==> config.mk <==
export PLATFORM = sky130hd
export DESIGN_NAME = data_sram_bridge
export DESIGN_NICKNAME = d
export VERILOG_FILES = /design/src/rtl/data_sram_bridge_pkg.sv /design/src/rtl/data_sram_bridge_sel_decode.sv /design/src/rtl/data_sram_bridge.sv
export SDC_FILE = /design/constraint.sdc
export NUM_CORES = 1
export LEC_CHECK = 0
export CAP_MARGIN = 20
export CORE_ASPECT_RATIO = 1.1
export CORE_MARGIN = 2
export CORE_UTILIZATION = 47
export CTS_CLUSTER_SIZE = 14
export DETAILED_ROUTE_END_ITERATION = 8
export PLACE_DENSITY = 0.93
export SYNTH_ARGS = -nofsm -noshare
export SYNTH_HDL_FRONTEND = slang
export SYNTH_SLANG_ARGS = --single-unit
==> constraint.sdc <==
create_clock -name clk -period 3.1 [get_ports clk]
set_input_delay 0.62 -clock clk [delete_from_list [all_inputs] [get_ports clk]]
set_output_delay 0.62 -clock clk [all_outputs]
set_load 0.02 [all_outputs]
==> src/rtl/data_sram_bridge_pkg.sv <==
// data_sram_bridge_pkg
//   Shared definitions for the data-side SRAM bridge and its byte-select
//   decoder: FSM state encoding, bus size codes and the legal byte-select
//   patterns coming out of the Mem stage.
package data_sram_bridge_pkg;

  // Bridge FSM states (2-bit encoding).
  typedef enum logic [1:0] {
    ST_IDLE = 2'd0,
    ST_REQ  = 2'd1,
    ST_WAIT = 2'd2,
    ST_DONE = 2'd3
  } state_e;

  // Bus transfer size codes.
  localparam logic [1:0] SIZE_BYTE = 2'd0;
  localparam logic [1:0] SIZE_HALF = 2'd1;
  localparam logic [1:0] SIZE_WORD = 2'd2;

  // Legal byte-select patterns. Anything else (including 4'b0000, used by
  // the Mem stage to flag a misaligned store) is a null access.
  localparam logic [3:0] SEL_B0 = 4'b0001;
  localparam logic [3:0] SEL_B1 = 4'b0010;
  localparam logic [3:0] SEL_B2 = 4'b0100;
  localparam logic [3:0] SEL_B3 = 4'b1000;
  localparam logic [3:0] SEL_H0 = 4'b0011;
  localparam logic [3:0] SEL_H1 = 4'b1100;
  localparam logic [3:0] SEL_W  = 4'b1111;

endpackage

==> src/rtl/data_sram_bridge_sel_decode.sv <==
// dsram_sel_decode
//   Purely combinational decode of a Mem-stage byte-select into
//   {valid, size}. Shared between the data-side and instruction-side bridges.
// Ports:
//   sel_i   : byte-select from the pipeline
//   valid_o : 1 when sel_i is one of the legal patterns
//   size_o  : bus size code (byte/half/word); SIZE_BYTE when invalid
module dsram_sel_decode
  import data_sram_bridge_pkg::*;
(
  input  logic [3:0] sel_i,
  output logic       valid_o,
  output logic [1:0] size_o
);

  always_comb begin
    valid_o = 1'b1;
    size_o  = SIZE_BYTE;
    case (sel_i)
      SEL_B0, SEL_B1, SEL_B2, SEL_B3: size_o = SIZE_BYTE;
      SEL_H0, SEL_H1:                 size_o = SIZE_HALF;
      SEL_W:                          size_o = SIZE_WORD;
      default: begin
        valid_o = 1'b0;
        size_o  = SIZE_BYTE;
      end
    endcase
  end

endmodule

==> src/rtl/data_sram_bridge.sv <==
// data_sram_bridge
//   Converts the Mem stage's single-cycle access into a req/addr_ok/data_ok
//   transaction on the data SRAM-like bus, stalling the pipeline until the
//   transaction completes and returning the full read word.
//
//   Bus handshake: a request is offered while sram_req_o=1 and is accepted
//   in any cycle where sram_addr_ok_i=1 is seen alongside it; the request
//   fields stay constant from the first req cycle until that acceptance.
//   Completion is the first sram_data_ok_i=1 after acceptance. Only one
//   transaction is ever outstanding, and handshake inputs seen in a state
//   that is not waiting for them are ignored.
//
// Ports:
//   clk, rst            : clock, asynchronous active-low reset
//   mem_*_i             : Mem-stage request (ce, we, addr, sel, wdata)
//   stall_i             : pipeline held by another source
//   mem_rdata_o         : read word, valid only in DONE (0 otherwise)
//   stall_req_o         : hold IF..Mem while the transaction is in flight
//   sram_*_o            : bus request side
//   sram_addr_ok_i      : request accepted
//   sram_data_ok_i      : read data valid / write complete
//   sram_rdata_i        : bus read data
module data_sram_bridge
  import data_sram_bridge_pkg::*;
#(
  parameter int ADDR_W = 32,
  parameter int DATA_W = 32
) (
  input  logic              clk,
  input  logic              rst,
  input  logic              mem_ce_i,
  input  logic              mem_we_i,
  input  logic [ADDR_W-1:0] mem_addr_i,
  input  logic [3:0]        mem_sel_i,
  input  logic [DATA_W-1:0] mem_wdata_i,
  input  logic              stall_i,
  output logic [DATA_W-1:0] mem_rdata_o,
  output logic              stall_req_o,
  output logic              sram_req_o,
  output logic              sram_wr_o,
  output logic [1:0]        sram_size_o,
  output logic [3:0]        sram_wstrb_o,
  output logic [ADDR_W-1:0] sram_addr_o,
  output logic [DATA_W-1:0] sram_wdata_o,
  input  logic              sram_addr_ok_i,
  input  logic              sram_data_ok_i,
  input  logic [DATA_W-1:0] sram_rdata_i
);

  logic       sel_valid;
  logic [1:0] sel_size;
  logic       valid_access;

  dsram_sel_decode u_sel_decode (
    .sel_i   (mem_sel_i),
    .valid_o (sel_valid),
    .size_o  (sel_size)
  );

  assign valid_access = mem_ce_i & sel_valid;

  // Request fields as they would appear on the bus straight from the inputs.
  logic [3:0] in_wstrb;
  assign in_wstrb = mem_we_i ? mem_sel_i : 4'b0000;

  state_e              state_q, state_d;
  logic                wr_q, wr_d;
  logic [1:0]          size_q, size_d;
  logic [3:0]          wstrb_q, wstrb_d;
  logic [ADDR_W-1:0]   addr_q, addr_d;
  logic [DATA_W-1:0]   wdata_q, wdata_d;
  logic [DATA_W-1:0]   rdata_q, rdata_d;

  always_comb begin
    state_d = state_q;
    wr_d    = wr_q;
    size_d  = size_q;
    wstrb_d = wstrb_q;
    addr_d  = addr_q;
    wdata_d = wdata_q;
    rdata_d = rdata_q;
    case (state_q)
      ST_IDLE: begin
        if (valid_access) begin
          // Latch the request so REQ keeps it stable even if inputs move.
          wr_d    = mem_we_i;
          size_d  = sel_size;
          wstrb_d = in_wstrb;
          addr_d  = mem_addr_i;
          wdata_d = mem_wdata_i;
          state_d = sram_addr_ok_i ? ST_WAIT : ST_REQ;
        end
      end
      ST_REQ: begin
        if (sram_addr_ok_i) state_d = ST_WAIT;
      end
      ST_WAIT: begin
        if (sram_data_ok_i) begin
          state_d = ST_DONE;
          rdata_d = wr_q ? '0 : sram_rdata_i;
        end
      end
      ST_DONE: begin
        if (!stall_i) state_d = ST_IDLE;
      end
      default: state_d = ST_IDLE;
    endcase
  end

  always_ff @(posedge clk or negedge rst) begin
    if (!rst) begin
      state_q <= ST_IDLE;
      wr_q    <= 1'b0;
      size_q  <= SIZE_BYTE;
      wstrb_q <= 4'b0000;
      addr_q  <= '0;
      wdata_q <= '0;
      rdata_q <= '0;
    end else begin
      state_q <= state_d;
      wr_q    <= wr_d;
      size_q  <= size_d;
      wstrb_q <= wstrb_d;
      addr_q  <= addr_d;
      wdata_q <= wdata_d;
      rdata_q <= rdata_d;
    end
  end

  // In IDLE the bus is driven straight from the inputs (zeroed for a null or
  // absent access) so the first request goes out with no added latency.
  // Elsewhere the latched fields are shown.
  always_comb begin
    sram_req_o   = 1'b0;
    sram_wr_o    = wr_q;
    sram_size_o  = size_q;
    sram_wstrb_o = wstrb_q;
    sram_addr_o  = addr_q;
    sram_wdata_o = wdata_q;
    if (state_q == ST_IDLE) begin
      sram_req_o   = valid_access;
      sram_wr_o    = valid_access ? mem_we_i    : 1'b0;
      sram_size_o  = valid_access ? sel_size    : SIZE_BYTE;
      sram_wstrb_o = valid_access ? in_wstrb    : 4'b0000;
      sram_addr_o  = valid_access ? mem_addr_i  : '0;
      sram_wdata_o = valid_access ? mem_wdata_i : '0;
    end else if (state_q == ST_REQ) begin
      sram_req_o = 1'b1;
    end
  end

  assign stall_req_o = ((state_q == ST_IDLE) && valid_access) ||
                       (state_q == ST_REQ) || (state_q == ST_WAIT);
  assign mem_rdata_o = (state_q == ST_DONE) ? rdata_q : '0;

endmodule
## Word-level counts from Yosys, hierarchy flattened

Index checks and enable logic that the tools add are counted.

| operators by class | value |
|---|---|
| eq/ne operators | 14 |
| bitwise operators | 1 |
| mux-type cells | 23 |
| reduce and logical (&&, ||, !) cells | 9 |

Operators with widths:

| cell | number |
|---|---|
| $mux 32 | 6 |
| $mux 2 | 7 |
| $eq 4x4->1 const B | 3 |
| $mux 4 | 3 |
| $eq 4x2->1 const B | 2 |
| $ne 2x2->1 const B | 4 |
| $pmux 2 s4 | 1 |
| $reduce_or 7->1 | 1 |
| $mux 1 | 5 |
| $eq 2x2->1 const B | 2 |
| $eq 4x1->1 const B | 1 |
| $eq 4x3->1 const B | 1 |
| $pmux 2 s2 | 1 |
| $reduce_and 2->1 | 2 |
| $reduce_and 4->1 | 1 |
| $eq 2x1->1 const B | 1 |
| $logic_not 2->1 | 1 |
| $logic_or 1x1->1 | 2 |
| $reduce_or 2->1 | 1 |
| $and 1x1->1 | 1 |
| $logic_and 1x1->1 | 1 |

| word-level totals | value |
|---|---|
| output and inout port bits | 105 |
| bits in registers | 105 |
| word-level logic and storage cells | 54 |
| input bits | 107 |

## Logic depth before layout (Yosys ltp)

| depth | value |
|---|---|
| word-level depth | 7 |
| depth in mapped cells | 8 |
| mapped depth without buffers | 6 |

## Hierarchy

A second synthesis with hierarchy kept.

| unflattened totals | value |
|---|---|
| cell total of the unflattened synthesis | 584 |
| area, all modules | 4888.4 µm² |

By module, submodules not included:

| module | seq. area each (µm²) | cells an instance | area each (µm²) | instances |
|---|---|---|---|---|
| data_sram_bridge | 2627.5 | 574 | 4838.4 | 1 |
| dsram_sel_decode | 0.0 | 10 | 50.0 | 1 |

## Least setup slack after synthesis

Ideal clock, no wire load.

| path | value |
|---|---|
| path kind | input to output |
| start point | in mem_sel_i[3] |
| end point | out sram_addr_o[10] |
| path buffers | 3 |
| data required time | 2480 ps |
| cell stages on the path | 7 |
| setup slack | 594 ps |
| data arrival time | 1886 ps |
| cell sequence | buf_2 nand4_1 a21boi_4 a21oi_2 buf_4 buf_6 a22o_1 |

| between the ends | value |
|---|---|
| cells in the longest elaborated chain, start to end | 6 |
| elaborated cells between the ends (all ways) | 12 |
| those cells by class | eq/ne (7); mux (3); bitwise (1); reduce/logical (1) |

RTL lines:

| element | RTL line | RTL |
|---|---|---|
| start, declared | data_sram_bridge.sv:34 | `input logic [3:0] mem_sel_i,` |
| $eq 4x1->1 (tied with other cells) | data_sram_bridge_sel_decode.sv:19 | `case (sel_i)` |
| $reduce_or 7->1 (no line) * | - |  |
| $mux 1 * | data_sram_bridge_sel_decode.sv:19 |  |
| $and 1x1->1 * | data_sram_bridge.sv:60 | `assign valid_access = mem_ce_i & sel_valid;` |
| $mux 32 * | data_sram_bridge.sv:145 | `sram_addr_o = valid_access ? mem_addr_i : '0;` |
| $mux 32 * | data_sram_bridge.sv:140 | `if (state_q == ST_IDLE) begin` |
| end, declared | data_sram_bridge.sv:43 | `output logic [ADDR_W-1:0] sram_addr_o,` |

Mark *: on every way between the ends. The rest lies on a longest branch, timed or not.

## Worst setup path after layout

| path | value |
|---|---|
| start point | in mem_sel_i[0] |
| end point | out sram_wdata_o[18] |

| between the ends | value |
|---|---|
| cells in the longest elaborated chain, start to end | 6 |
| elaborated cells between the ends (all ways) | 12 |
| those cells by class | eq/ne (7); mux (3); bitwise (1); reduce/logical (1) |

RTL lines:

| element | RTL line | RTL |
|---|---|---|
| $eq 4x1->1 (tied with other cells) | data_sram_bridge_sel_decode.sv:19 |  |
| $reduce_or 7->1 (no line) * | - |  |
| $mux 1 * | data_sram_bridge_sel_decode.sv:19 |  |
| $and 1x1->1 * | data_sram_bridge.sv:60 |  |
| $mux 32 * | data_sram_bridge.sv:146 | `sram_wdata_o = valid_access ? mem_wdata_i : '0;` |
| $mux 32 * | data_sram_bridge.sv:140 |  |
| end, declared | data_sram_bridge.sv:44 | `output logic [DATA_W-1:0] sram_wdata_o,` |

Marks and branches as above.

==> flow_metrics.env <==
export IMPL_netlist_area_um2=5293
export IMPL_async_reset_ff_share_pct=100.0
export IMPL_avgSynthCellArea_um2=11.56
export IMPL_yosys_warnings=0
export IMPL_cpMostUsedCell="buf_4"
export IMPL_core_area_um2=10960
export IMPL_setup_slack_ns=0.04129
export IMPL_yosysUniqueCellTypes=38
export IMPL_dieHeight_um=115.3
export IMPL_place_hpwl_um=10460
export IMPL_cp_cell_sequence="clkdlybuf4s15_1 > nor2_4 > buf_4 > a21boi_4 > a21oi_4 > buf_4 > bufbuf_16 > a22o_1 > dlygate4sd2_1"
export IMPL_synth_seq_cells=105
export IMPL_initial_core_util_pct=48.29
export IMPL_antenna_found_initial=1
export IMPL_layout_common_cells="clkdlybuf4s50_1, dfrtp_1, a22o_1"
export IMPL_p_per_area_nw_per_um2=995.3
export IMPL_vias_per_cell=5.453
export IMPL_hold_ws_ns=0.09943
export IMPL_status="finished, final reports clean"
export IMPL_hold_violations=0
export IMPL_hold_class="primary input to async pin"
export IMPL_fin_skew_ns=0.006009
export IMPL_slowest_stage="clkdlybuf4s15_1"
export IMPL_area_growth_pct=50.07
export IMPL_layout_commonest_cell="clkdlybuf4s50_1"
export IMPL_crit_buf_inv=5
export IMPL_crit_path_max_incr_delay_ns=0.32
export IMPL_r2r_start="state_q[1]"
export IMPL_syn_inst=458
export IMPL_drc=0
export IMPL_synthesis_nets=570
export IMPL_slew_headroom_pct=37.98
export IMPL_startpoint_type="primary input"
export IMPL_crit_path_max_fanout=19
export IMPL_placed_area_um2=7595
export IMPL_leakagePower_nw=3.641
export IMPL_row_count=40
export IMPL_setup_tns_ns=0
export IMPL_path_clk_slew_ns=0.07
export IMPL_cts_buffers=9
export IMPL_crit_arrival_ns=2.44
export IMPL_grt_pass1_wl_um=23530
export IMPL_layout_drive_gt1_share_pct=19.71
export IMPL_dr_pass1_iters=5
export IMPL_ant_nets=0
export IMPL_clockBufferDepth=2
export IMPL_final_area_um2=7943
export IMPL_yosys_area_top_type="dfrtp_1"
export IMPL_gp_congestion=0.7995
export IMPL_setup_violations=0
export IMPL_grt_max_degree=70
export IMPL_max_freq_mhz=326.9
export IMPL_place_ws_ns=-0.3702
export IMPL_synth_area_top_cells="dfrtp_1, mux2_2, a22o_1"
export IMPL_drt_initial_drc_count=193
export IMPL_port_buffers=211
export IMPL_cp_end_kind="output port"
export IMPL_wl_per_cell_um=18.36
export IMPL_maxCapViolations=0
export IMPL_grt_use_total_pct=24.61
export IMPL_seq_area_frac_synth_pct=49.65
export IMPL_tritoncts="built"
export IMPL_worst_skew_pair_late_latency_ns=0.35
export IMPL_grt_pass1_vias=4640
export IMPL_worstMarginPinSlew_ns=0.9271
export IMPL_ir_drop_mv=0.5958
export IMPL_die_w_um=105.2
export IMPL_min_period_ns=3.059
export IMPL_ioPinCount=212
export IMPL_period_share_pct=98.67
export IMPL_crit_required_ns=2.48
export IMPL_synth_main_ff_cell="dfrtp_1"
export IMPL_cpLargestDelayFamily="buffers and inverters"
export IMPL_drt_wl_total_um=15200
export IMPL_netlist_area_leader_share_pct=49.65
export IMPL_cts_sinks=105
export IMPL_root_buffer="clkbuf_16"
export IMPL_startpoint="mem_sel_i[0]"
export IMPL_nets=787
export IMPL_htreeDepth=3
export IMPL_path_class="primary input to output port"
export IMPL_synth_edf_count=0
export IMPL_vias=4515
export IMPL_drv_slew=0
export IMPL_final_util_pct=72.47
export IMPL_overflow=0
export IMPL_fp_dieArea_um2=12130
==> stage by stage <==
step                total power, W  instances
floorplan                 0.005030        458
global placement          0.006833        802
detailed placement        0.007039        802
CTS                       0.007938        826
global route              0.008345        827
finish                    0.007905        828
==> what timing repair did <==
action                     in CTS  in global routing
cloned                          1                  0
hold buffers                    0                  0
setup endpoints to repair      72                 65
resized for setup              76                 30
setup buffers                   7                  1
pin swaps                       3                  1
==> flip-flops by register name (all words and copies together), names as in the netlist <==
signal   cells
addr_q      32
rdata_q     32
state_q      2
wdata_q     32
wr_q         1
size_q       2
wstrb_q      4
==> cell usage after synthesis, types with 3 or more instances <==
library cell / instances
dfrtp_1: 105
a22o_1: 72
mux2_2: 64
nand2_1: 34
nand2b_1: 34
and2_1: 32
o21ai_0: 32
clkbuf_1: 20
buf_6: 9
inv_1: 7
buf_2: 6
ha_1: 5
mux2i_1: 4
a21o_1: 3
o22ai_1: 3
==> per-layer routing <==
layer  track usage (%)  wire [µm]  share of wire, %
met1             28.08       5822                38
met2             44.69       7947                52
met3             6.009       1111               7.3
met4             9.422        320               2.1
met5                 0          0                 0
==> cells by family after synthesis <==
family	after synthesis	share of synthesized area (%)
compound gates	124	18.51
fa+ha+maj	5	1.182
simple gates	111	11.42
buf+inv	44	4.610
flops	105	49.65
mux	69	14.63
==> worst register-to-register path: cells and delay by family (launching register included) <==
| kind | cells | cell delay (ns) |
|---|---|---|
| mux | 1 | 0.49 |
| buf+inv | 3 | 0.96 |
| flops | 1 | 0.44 |
| simple gates | 1 | 0.14 |
| fa+ha+maj | 1 | 0.23 |
| compound gates | 1 | 0.12 |
==> layout make-up <==
type | count | area [µm²]
clock buffers | 10 | 239.0
fillers | 761 | 3018
flip-flops and latches | 105 | 2628
clock inverters | 6 | 91.34
diodes | 1 | 2.502
multi-input cells | 309 | 2447
well taps | 147 | 183.9
inverters | 8 | 30.03
repair buffers | 242 | 2321
==> report_power, final <==
| part | total (W) | switching, W | internal, W | leakage (nW) |
|---|---|---|---|---|
| sequential | 0.00242 | 0.000401 | 0.00202 | 1.29 |
| combinational | 0.00423 | 0.00219 | 0.00204 | 2.20 |
| clock | 0.00125 | 0.000518 | 0.000731 | 0.151 |
==> path summary, 6_finish.rpt <==
check / end / slack, ns / cells after the start
max: sram_wdata_o[18] / 0.04 / 9
min: rdata_q[24] / 0.1 / 1
max reg2reg: wdata_q[4] / 0.59 / 7
min reg2reg: rdata_q[20] / 0.48 / 2
max in group asynchronous: wdata_q[4] / 2.20 / 2
min in group clk: rdata_q[20] / 0.48 / 2
(Power assumes the default switching activity.)
